### config.mk
export PLATFORM = sky130hd
export DESIGN_NAME = sa_fifo_ctrl_32x32
export DESIGN_NICKNAME = d
export VERILOG_FILES = /design/src/rtl/sa_fifo_pkg.sv /design/src/rtl/sa_ram_rwsp_32x32.sv /design/src/rtl/sa_fifo_ctrl_32x32.sv
export SDC_FILE = /design/constraint.sdc
export NUM_CORES = 1
export LEC_CHECK = 0
export CAP_MARGIN = 25
export CORE_MARGIN = 8
export CORE_UTILIZATION = 66
export DETAILED_ROUTE_END_ITERATION = 10
export GPL_TIMING_DRIVEN = 0
export PLACE_DENSITY = 0.93
export SETUP_SLACK_MARGIN = 0.5
export SKIP_LAST_GASP = 1
export SYNTH_ARGS = -nofsm -noshare
export SYNTH_HDL_FRONTEND = slang
export SYNTH_SLANG_ARGS = --single-unit
### constraint.sdc
create_clock -name clk -period 9.9 [get_ports clk]
set_input_delay 0.99 -clock clk [delete_from_list [all_inputs] [get_ports clk]]
set_output_delay 0.99 -clock clk [all_outputs]
set_load 0.03 [all_outputs]
### src/rtl/sa_fifo_pkg.sv
// Shared geometry and types for the 32x32 FIFO controller and its RAM.
package sa_fifo_pkg;
    localparam int SA_FIFO_DEPTH = 32;
    localparam int SA_FIFO_AW    = 5;
    localparam int SA_FIFO_DW    = 32;
    localparam int SA_FIFO_CW    = 6;

    typedef logic [SA_FIFO_AW-1:0] addr_t;
    typedef logic [SA_FIFO_DW-1:0] data_t;
    typedef logic [SA_FIFO_CW-1:0] cnt_t;

    localparam cnt_t SA_FIFO_FULL = cnt_t'(SA_FIFO_DEPTH);
endpackage

### src/rtl/sa_ram_rwsp_32x32.sv
// 32x32 single-port-per-direction RAM: write in one cycle, read in two (re latches the array, ore loads dout).
// No reset: contents and output register survive controller reset; dout holds while ore is low.
module sa_ram_rwsp_32x32
    import sa_fifo_pkg::*;
(
    input  logic                  clk,
    input  logic                  re,
    input  logic [SA_FIFO_AW-1:0] ra,
    input  logic                  we,
    input  logic [SA_FIFO_AW-1:0] wa,
    input  logic [SA_FIFO_DW-1:0] di,
    input  logic                  ore,
    output logic [SA_FIFO_DW-1:0] dout,
    input  logic [31:0]           pwrbus_ram_pd
);
    data_t mem [SA_FIFO_DEPTH];
    data_t ram_q;

    // Behavioural model has no power states; the bus only reaches the hard macro.
    logic unused_pwrbus;
    assign unused_pwrbus = ^pwrbus_ram_pd;

    always_ff @(posedge clk) begin
        if (we)  mem[wa] <= di;
        if (re)  ram_q   <= mem[ra];
        if (ore) dout    <= ram_q;
    end
endmodule

### src/rtl/sa_fifo_ctrl_32x32.sv
// 32-deep valid/ready FIFO over a 2-cycle RAM; push-to-rd_pvld latency 3, 1 word/cycle sustained.
// wr_prdy drops when all 32 words (stored or in the read pipe) are held; optional fifo_count under SA_FIFO_CTRL_OCCUPANCY_EN.
module sa_fifo_ctrl_32x32
    import sa_fifo_pkg::*;
(
    input  logic                  clk,
    input  logic                  rst,
    input  logic                  wr_pvld,
    output logic                  wr_prdy,
    input  logic [SA_FIFO_DW-1:0] wr_pd,
    output logic                  rd_pvld,
    input  logic                  rd_prdy,
    output logic [SA_FIFO_DW-1:0] rd_pd,
    input  logic [31:0]           pwrbus_ram_pd
`ifdef SA_FIFO_CTRL_OCCUPANCY_EN
    ,output logic [SA_FIFO_CW-1:0] fifo_count
`endif
);
    addr_t wr_ptr, rd_ptr;
    cnt_t  count, unread;
    logic  s1_vld, s2_vld;
    logic  push, pop, re, ore, s1_adv;

    // Reset gating keeps the handshake quiet during the cycle rst is first sampled.
    assign wr_prdy = !rst && (count != SA_FIFO_FULL);
    assign rd_pvld = !rst && s2_vld;
    assign push    = wr_pvld && wr_prdy;
    assign pop     = rd_pvld && rd_prdy;
    assign s1_adv  = s1_vld && (!s2_vld || pop);
    assign ore     = !rst && s1_adv;
    assign re      = !rst && (unread != '0) && (!s1_vld || s1_adv);

`ifdef SA_FIFO_CTRL_OCCUPANCY_EN
    assign fifo_count = rst ? '0 : count;
`endif

    always_ff @(posedge clk) begin
        if (rst) begin
            wr_ptr <= '0;
            rd_ptr <= '0;
            count  <= '0;
            unread <= '0;
            s1_vld <= 1'b0;
            s2_vld <= 1'b0;
        end else begin
            if (push) wr_ptr <= wr_ptr + addr_t'(1);
            if (re)   rd_ptr <= rd_ptr + addr_t'(1);
            count  <= count + cnt_t'(push) - cnt_t'(pop);
            unread <= unread + cnt_t'(push) - cnt_t'(re);
            if (re)          s1_vld <= 1'b1;
            else if (s1_adv) s1_vld <= 1'b0;
            if (ore)         s2_vld <= 1'b1;
            else if (pop)    s2_vld <= 1'b0;
        end
    end

    sa_ram_rwsp_32x32 u_ram (
        .clk           (clk),
        .re            (re),
        .ra            (rd_ptr),
        .we            (push),
        .wa            (wr_ptr),
        .di            (wr_pd),
        .ore           (ore),
        .dout          (rd_pd),
        .pwrbus_ram_pd (pwrbus_ram_pd)
    );
endmodule
==> summary.md <==
| Metric | Value |
|---|---|
| Setup_tns | 0 ns |
| Final hold slack | about 0.42 ns |
| Ys async rst share | 0% |
| WP data required | 10.45 ns |
| Cells after Synth | 1943 |
| End of the critical path | unread[4] |
| Site Rows | just over 90 |
| Max_cap viols | 0 |
| GRT Util Overall | between 30% and 40% |
| Die Ht | 269 µm |
| TritonCTS buffer count | between 100 and 150 |
| Peak supply drop | 0.182 mV |
| Max stage delay on crit path | approximately 0.52 ns |
| CTS root buffer | clkbuf_16 |
| Cts hold-fix bufs | 0 |
| Dpl hpwl | around 68 mm |
| R2r endpoint | unread[4] |
| Leak | between 15 and 20 nW |
| P per Cell Area | 247 mW/mm² |
| DR WL/cell | 42.9 µm |
| Die W | ~270 µm |
| Gr ovfl total | 0 |
| Status | completed |
| Syn Std Cell Area | approximately 0.042 mm² |
| CP max-delay cell | nor4bb_1 |
| TritonCTS clock tree | yes |
| Clock skew | just over 0.03 ns |
| Period Utilization, post-route | a little over two fifths |
| CP Capture Type | flop |
| Routability-driven placement congestion ratio | 0.837 |
| Max Freq | ~230 MHz |
| DRC | 0 |
| Synth Warn # | 0 |
| First-pass GRT wire length | 177 mm |
| HP Class | flop to flop |
| Tightest Pin Transition | 1.18 ns |
| Post-synthesis cell type count | 54 |
| Share of cells above drive strength 1 | between 20% and 30% |
| Final setup viols | 0 |
| Core area | between 0.06 and 0.07 mm² |
| DRT antenna net count | 0 |
| Register area share after synthesis | between 70% and 80% |
| Worst-Skew Late Latency | around 0.68 ns |
| Syn Nets | ~2000 |
| R2R Path Start | unread[2] |
| Main area contributors after synthesis | edfxtp_1 (77%), mux4_2 (10%), mux2i_1 (3.0%) |
| Via count | between 20000 and 25000 |
| Drt total wl | approximately 130 mm |
| Final Power | about 12 mW |
| Post_cts resized | 0 |
| DRT iter0 DRCs | around 4600 |
| Crit start category | flop |
| Worst Path Arrival | just under 5 ns |
| CP delay by family, top | buffers and inverters |
| Initial core utilization | between 60% and 70% |
| Reg2reg setup slack | around 5.6 ns |
| Worst Path Buf+Inv | 5 |
| H-tree levels | 3 |
| Io pins | between 100 and 150 |
| Drt via density | between 7 and 8 |
| Fin nets | 2262 |
| CP startpoint | unread[2] |
| Die area | 0.0724 mm² |
| Vias in the first global route | between 20000 and 25000 |
| IO buf count | 68 |
| Setup bufs post-CTS | 0 |
| Max_slew headroom | between 20% and 30% |
| Fin. max-slew vios | 0 |
| Initial antenna violation count | 4 |
| Dominant synthesized flop cell | edfxtp_1 |
| Clock transition at path regs | about 0.08 ns |
| Area delta synth->final | 15.8% |
| Stages on worst setup path | 15 |
| 1st-pass router iterations | 7 |
| Mapped Avg Cell Area | 21.7 µm² |
| Critical path class | flop to flop |
| Largest net degree at the start of global routing | 33 |
| Top cell type's share of synthesized area | just under 80% |
| Max Root-Sink Buffers | 3 |
| RSZ-0062 raised after global routing | false |
| Fin crit period | 4.26 ns |
| Critical path peak fanout | 20 |
| Cell mode on critical path | ha_1 |
| Cells on worst reg2reg path | 15 |
| Synth area leader | edfxtp_1 |
| Sink Count | ~1100 |
| Synth Register Bits | between 1000 and 1500 |
| CP Cell Sequence | inv_1, ha_1, nor4bb_1, a311o_1, clkbuf_1, inv_2, buf_12, ha_1, inv_1, ha_1, fa_1, a21oi_1, o21bai_1, xnor2_1, nor2_1 |
| Fin. Hold Viols | 0 |
| Post-synth EDFFs | about 1100 |
## sequential cells by signal, indices dropped and copies added (netlist names)
signal       count
u_ram.mem     1024
u_ram.dout      32
u_ram.ram_q     32
count            6
unread           6
rd_ptr           5
wr_ptr           5
s1_vld           1
s2_vld           1
## power by group
group          leakage [nW]  internal (mW)  switching (mW)
combinational          3.66           1.00            1.46
sequential             10.0           5.35          0.0635
clock                  1.69           2.36            1.85
total                  15.4           8.71            3.37
## cell usage after synthesis, drive strengths merged (5+ instances only)
cell and instances:
nor2b 9, a22oi 93, inv 24, nand2 9, o221ai 62, ha 21
o21ai 5, buf 70, mux4 193, clkbuf 38, nor2 48, nand3 7
a21oi 68, xnor2 5, edfxtp 1088, mux2i 127, dfxtp 24
## logic make-up after synthesis
kind of cell / count (synthesis) / synth area share (%)
DFF: 1112 / 78.5
and+or+nand+nor: 99 / 1.14
xor gates and xnor gates: 9 / 0.187
AOI/OAI and AO/OA: 248 / 4.20
adders and majority gates: 23 / 0.717
muxes: 320 / 13.3
buffers and inverters: 132 / 1.98
## per-stage QoR
stage          utilization (%)  cells  instance area (µm²)  setup WS, ns
3_5_place_dp              71.2   2893                45000          5.47
4_1_cts                   76.7   3083                48500          5.98
2_1_floorplan                -   1943                42300          5.62
6_report                  77.4   3107                48900          5.64
5_1_grt                   77.4   3104                48900          5.55
3_3_place_gp              69.6   2857                44000          2.72
## per-layer routing
layer  share of wire [%]  up-vias  track usage [%]
li1                    -     8654                -
met1                  29    12055             39.9
met2                  48     3191             57.8
met3                  14      861             9.34
met4                 9.4        0             26.1
met5                   0        -            0.203
## worst register-to-register path, delay by kind of cell, from the launching register on
kind,cells,cell delay (ns)
buffers and inverters,5,1.28
adders and majority gates,4,1.16
and+or+nand+nor,2,0.59
AOI/OAI and AO/OA,3,0.58
DFF,1,0.34
xor gates and xnor gates,1,0.17
## worst min path at each step
stage                     cells past startpoint        endpoint       startpoint  slack, ns
after floorplan                               0   u_ram.dout[0]   u_ram.ram_q[0]       0.40
after global placement                        0   u_ram.dout[7]   u_ram.ram_q[7]       0.40
after detailed placement                      0   u_ram.dout[2]   u_ram.ram_q[2]       0.41
after CTS                                     0   u_ram.dout[3]   u_ram.ram_q[3]       0.42
after global routing                          0  u_ram.dout[18]  u_ram.ram_q[18]       0.42
final                                         0  u_ram.dout[18]  u_ram.ram_q[18]       0.42
## layout make-up
cell class	instances	area [µm²]
Sequential cell	1112	33200
Fill cell	2775	14300
Multi-Input combinational cell	699	8510
Clock buffer	125	2680
Timing Repair Buffer	124	1900
Tap cell	846	1060
Clock inverter	65	797
Buffer	108	746
Inverter	24	90.1
Antenna cell	4	10.0
## cell usage in the layout (no fill, tap or decap), types with 21 or more instances in the layout
master,Yosys,routed
clkbuf_16,0,107
clkdlybuf4s50_1,0,68
mux4_2,191,191
dfxtp_1,24,24
ha_1,21,21
inv_1,24,23
edfxtp_1,1088,1088
a22oi_1,93,93
nor2_4,0,32
buf_12,8,30
clkbuf_1,37,57
buf_2,29,29
o221ai_1,62,62
a21oi_1,68,68
mux2i_1,127,127
Note: power is estimated with default switching activity, not from simulation.
